==> src/rtl/nios2_system_bus_sequencer.sv <==
// nios2_system_bus_sequencer: Avalon-MM slave (address/chipselect/write_n/writedata -> readdata, irq) running one setup/strobe/hold word transfer on the external bus (bus_addr/bus_wdata/bus_oe/bus_rd_n/bus_wr_n, bus_wait/bus_rdata)
module nios2_system_bus_sequencer #(
  parameter int ADDR_W     = 11,
  parameter int DATA_W     = 8,
  parameter int SETUP_CYC  = 2,
  parameter int STROBE_CYC = 4,
  parameter int HOLD_CYC   = 1
) (
  input  logic              clk,
  input  logic              reset,
  input  logic [1:0]        address,
  input  logic              chipselect,
  input  logic              write_n,
  input  logic [31:0]       writedata,
  output logic [31:0]       readdata,
  output logic              irq,
  output logic [ADDR_W-1:0] bus_addr,
  output logic [DATA_W-1:0] bus_wdata,
  output logic              bus_oe,
  output logic              bus_rd_n,
  output logic              bus_wr_n,
  input  logic              bus_wait,
  input  logic [DATA_W-1:0] bus_rdata
);
  typedef enum logic [1:0] {IDLE, SETUP, STROBE, HOLD} state_t;
  state_t            state;
  logic [15:0]       cnt;
  logic [ADDR_W-1:0] addr_q;
  logic [DATA_W-1:0] wdata_q, rdata_q;
  logic              done, overrun, irq_en, dir;
  logic              we, busy, start, unused_wd;
  assign we        = chipselect & ~write_n;
  assign busy      = state != IDLE;
  assign start     = we && address == 2'd2 && writedata[0];
  assign irq       = done & irq_en;
  assign unused_wd = ^writedata[31:ADDR_W];
  always_comb
    readdata = address == 2'd0 ? 32'(addr_q) :
               address == 2'd1 ? 32'(wdata_q) :
               address == 2'd2 ? {27'd0, dir, overrun, irq_en, done, busy} :
                                 32'(rdata_q);
  always_ff @(posedge clk or posedge reset) begin
    if (reset) begin
      state     <= IDLE;
      cnt       <= '0;
      addr_q    <= '0;
      wdata_q   <= '0;
      rdata_q   <= '0;
      done      <= 1'b0;
      overrun   <= 1'b0;
      irq_en    <= 1'b0;
      dir       <= 1'b0;
      bus_addr  <= '0;
      bus_wdata <= '0;
      bus_oe    <= 1'b0;
      bus_rd_n  <= 1'b1;
      bus_wr_n  <= 1'b1;
    end else begin
      if (we && address == 2'd0) addr_q <= writedata[ADDR_W-1:0];
      if (we && address == 2'd1) wdata_q <= writedata[DATA_W-1:0];
      if (we && address == 2'd2) begin
        irq_en  <= writedata[2];
        overrun <= (overrun & ~writedata[3]) | (writedata[0] & busy);
      end
      if (we && address == 2'd3) done <= 1'b0;
      // completion is assigned after the done-clear so a finishing transfer wins
      case (state)
        IDLE: if (start) begin
          state     <= SETUP;
          cnt       <= 16'(SETUP_CYC - 1);
          bus_addr  <= addr_q;
          bus_wdata <= wdata_q;
          dir       <= writedata[1];
          bus_oe    <= ~writedata[1];
          done      <= 1'b0;
        end
        SETUP: if (cnt == 0) begin
          state    <= STROBE;
          cnt      <= 16'(STROBE_CYC - 1);
          bus_rd_n <= ~dir;
          bus_wr_n <= dir;
        end else cnt <= cnt - 1'b1;
        STROBE: if (cnt != 0) cnt <= cnt - 1'b1;
        else if (!bus_wait) begin
          state    <= HOLD;
          cnt      <= 16'(HOLD_CYC - 1);
          bus_rd_n <= 1'b1;
          bus_wr_n <= 1'b1;
          if (dir) rdata_q <= bus_rdata;
        end
        HOLD: if (cnt == 0) begin
          state  <= IDLE;
          done   <= 1'b1;
          bus_oe <= 1'b0;
        end else cnt <= cnt - 1'b1;
        default: state <= IDLE;
      endcase
    end
  end
endmodule

==> config.mk <==
export PLATFORM = sky130hd
export DESIGN_NAME = nios2_system_bus_sequencer
export DESIGN_NICKNAME = d
export VERILOG_FILES = /design/src/rtl/nios2_system_bus_sequencer.sv
export SDC_FILE = /design/constraint.sdc
export NUM_CORES = 1
export LEC_CHECK = 0
export CAP_MARGIN = 20
export CORE_ASPECT_RATIO = 0.5
export CORE_MARGIN = 2
export CORE_UTILIZATION = 30
export DETAILED_ROUTE_END_ITERATION = 7
export PLACE_DENSITY = 0.57
export SETUP_SLACK_MARGIN = 0.15
export SYNTH_ARGS = -nofsm -noshare
export SYNTH_HDL_FRONTEND = slang
export SYNTH_SLANG_ARGS = --single-unit
==> constraint.sdc <==
create_clock -name clk -period 2.7 [get_ports clk]
set_input_delay 0.81 -clock clk [delete_from_list [all_inputs] [get_ports clk]]
set_output_delay 0.81 -clock clk [all_outputs]
set_load 0.05 [all_outputs]
==> results.yml <==
route:
  drc: 0
  postRouteAntennaNets: 0
  route.final.wire_length_mm: 8.20
  vias: 2658
  drt_iter0_markers: 170
  route.detailed.vias_per_inst: 4.65
  detail_route.wl_per_cell_um: 14.4
  drt_pre_antenna_iters: 5
layout:
  num-nets-final: 453
  area_delta_synth_final_pct: 39.3
  final_design_area_no_fill_um2: 4950
  final_layout_size_suffix_gt1_frac: 0.362
  layoutNonFillerInstCount: 571
  final_util: 0.423
  antenna_cells: 0
synth:
  synth-edff-count: 0
  ys_dominant_reg_cell: "sky130_fd_sc_hd__dfrtp_1"
  biggest_area_contributors_in_the_synthesized_netlist: "sky130_fd_sc_hd__dfrtp_1, sky130_fd_sc_hd__mux2_2, sky130_fd_sc_hd__buf_4"
  syn_area_um2: 3560
  synth.largest_area_cell: "sky130_fd_sc_hd__dfrtp_1"
  yosysUniqueCellTypes: 53
  yosys_register_bits: 71
  yosysWarnings: 0
  ys_seq_area_frac: 0.500
  postSynthCellCount: 305
  synthArstFlopShare: 1.00
  top_area_cell_type_share_of_the_netlist_area: 0.485
  post_synthesis_area_per_instance_um2: 11.7
setup_path:
  crit_chain: "clkbuf_4 -> mux4_2 -> buf_4"
  timing.critical_path.from_type: "input pin"
  critical-path-top-delay-family: "multiplexers"
  crit_required_ns: 1.89
  timing.critical_path.to_type: "output port"
  worst_setup_path_class: "in2out"
  critPathBufInv: 2
  slowest_stage_cell_on_the_critical_path: "sky130_fd_sc_hd__mux4_2"
  cp_data_arrival_time_ns: 1.70
  worstPathMaxFanout: 5
  worst_path_largest_cell_delay_ns: 0.52
clock_network:
  clkLatencyLatePin_ns: 0.33
  cts_buffer_depth: 2
  clock_transition_at_path_regs_ns: 0.06
  htreeDepth: 3
  clock-sinks: 71
  numCtsBuffers: 9
  tritoncts: "built"
  clk_root_buffer_cell: "sky130_fd_sc_hd__clkbuf_16"
outcome:
  run_status: "finished, final reports clean"
place:
  placed_cells: 546
  dp_worst_setup_slack_ns: -0.374
  hpwl_mm: 5.96
  placed_cell_area_um2: 4550
  io_buffers: 59
  globalplace.congestion: 0.828
timing:
  fin_worst_hold_slack_ns: 0.503
  timing_worst_slew_pin_value_ns: 0.524
  maxSlewHeadroom: 0.649
  timing.fmax_mhz: 398
  post-route-period-util: 0.931
  final_max_slew_viol_count: 0
  worst_clock_skew_ns: 0.00502
  rsz0062_at_grt: "no"
  timing.final.hold_violations: 0
  finalWorstPathRequiredPeriod_ns: 2.51
  finalSetupViolCount: 0
  post-route-worst-setup-slack_ns: 0.186
job:
  number_of_max_capacitance_violations_reported: 0
global_routing:
  global_route.usage.met3: 0.0400
  pin_count_of_the_biggest_net_entering_global_routing: 72
  global_route.usage.met2: 0.223
  met1_resource_use_gr: 0.179
  groute.usage.overall: 0.138
  grt_overflow: 0
  grt_most_used_layer: "met2"
  grt_pass1_vias: 2690
  antenna_found_initial: 0
  first_pass_grt_wire_length_mm: 13.5
floorplan:
  io_pins: 102
  die_width_um: 158
  initial_utilization: 0.304
  die_area_um2: 12800
  die_y_um: 81.0
  fp.coreArea_um2: 11700
  placement_rows: 28
power:
  max-vdd-ir-drop_mv: 0.296
  pwr_density_cell_nw_per_um2: 602
  cellLeakagePower_nw: 2.15
min_path:
  timing.hold.worst.class: "reg2reg"
==> cell usage in the layout (no fill, tap or decap), types with 4 or more instances in the layout <==
cell,instances
sky130_fd_sc_hd__o21ai_0,16
sky130_fd_sc_hd__clkbuf_16,9
sky130_fd_sc_hd__dfrtp_1,69
sky130_fd_sc_hd__nor2_1,17
sky130_fd_sc_hd__inv_1,4
sky130_fd_sc_hd__nand2_1,15
sky130_fd_sc_hd__a21oi_1,11
sky130_fd_sc_hd__mux2_2,49
sky130_fd_sc_hd__buf_12,7
sky130_fd_sc_hd__nand3_1,5
sky130_fd_sc_hd__ha_1,4
sky130_fd_sc_hd__conb_1,21
sky130_fd_sc_hd__nor3_1,5
sky130_fd_sc_hd__buf_4,39
sky130_fd_sc_hd__clkdlybuf4s50_1,46
sky130_fd_sc_hd__mux4_2,5
==> layout make-up <==
type,count,area [µm²]
fill,1136,6750
inverter,8,36.3
tap,165,206
timing repair buffer,96,932
clock inverter,4,28.8
sequential,71,1780
clock buffer,12,256
multi-input combinational,215,1720
==> worst paths after layout <==
| path | slack (ns) | from | endpoint | depth (start not counted) |
|---|---|---|---|---|
| min in group asynchronous | 0.93 | reset | state[0]$_DFFE_PP0P_ | 3 |
| setup reg to reg | 0.47 | state[0]$_DFFE_PP0P_ | cnt[8]$_DFFE_PP0P_ | 8 |
| hold reg to reg | 0.50 | rdata_q[4]$_DFFE_PP0P_ | rdata_q[4]$_DFFE_PP0P_ | 1 |
| setup / recovery | 0.19 | address[0] | readdata[3] | 3 |
| max in group asynchronous | 1.46 | reset | bus_rd_n$_DFFE_PP1P_ | 3 |
| hold / removal | 0.50 | rdata_q[4]$_DFFE_PP0P_ | rdata_q[4]$_DFFE_PP0P_ | 1 |
==> synth_stat cells, types with 4 or more instances <==
cell	count
sky130_fd_sc_hd__nor3_1	6
sky130_fd_sc_hd__mux2_2	49
sky130_fd_sc_hd__nor2_1	18
sky130_fd_sc_hd__ha_1	5
sky130_fd_sc_hd__mux4_2	5
sky130_fd_sc_hd__nand2_1	15
sky130_fd_sc_hd__dfrtp_1	69
sky130_fd_sc_hd__buf_4	21
sky130_fd_sc_hd__inv_1	8
sky130_fd_sc_hd__and2_1	5
sky130_fd_sc_hd__buf_2	4
sky130_fd_sc_hd__nand3_1	5
sky130_fd_sc_hd__o21ai_0	19
sky130_fd_sc_hd__a21oi_1	11
==> kinds of logic (layout without fill, tap and decap cells) <==
family	count (synthesis)	count (layout)	share of synthesized area
AO/OA/AOI/OAI	60	60	0.108
multiplexers	57	57	0.195
buffers and inverters	39	120	0.0647
AND/OR/NAND/NOR	70	70	0.109
flip-flops	71	71	0.500
adder cells (fa/ha/maj)	5	5	0.0176
other	1	21	0.00105
XOR/XNOR	2	2	0.00493
==> flip-flops by register name (all words and copies together) (netlist names), 2 cells and up <==
signal,cells
wdata_q,8
bus_addr,11
rdata_q,8
cnt,16
bus_wdata,8
addr_q,11
state,2
==> per-layer routing <==
layer / up-vias / part of all wire
met5: - / 0
met4: 0 / 0.012
met3: 10 / 0.043
met1: 1327 / 0.47
met2: 55 / 0.48
li1: 1266 / -
==> through the flow <==
step | power [W] | TNS [ns]
floorplan | 0.00169 | 0
global placement | 0.00186 | -11.30
detailed placement | 0.00187 | -11.58
CTS | 0.00301 | 0
global route | 0.00312 | 0
finish | 0.00298 | 0
==> power breakdown <==
part | total [W] | internal, W | switching, W
logic | 0.000548 | 0.000253 | 0.000295
clock network | 0.00111 | 0.000673 | 0.000439
registers | 0.00132 | 0.00119 | 0.000135
total | 0.00298 | 0.00211 | 0.000869
==> timing repair <==
item	4_1_cts	5_1_grt
pin swaps	1	1
setup endpoints to repair	30	18
gates resized for setup	18	8
hold endpoints to repair	0	0
buffers inserted	3	6
hold buffers	0	0
(Power assumes the default switching activity.)
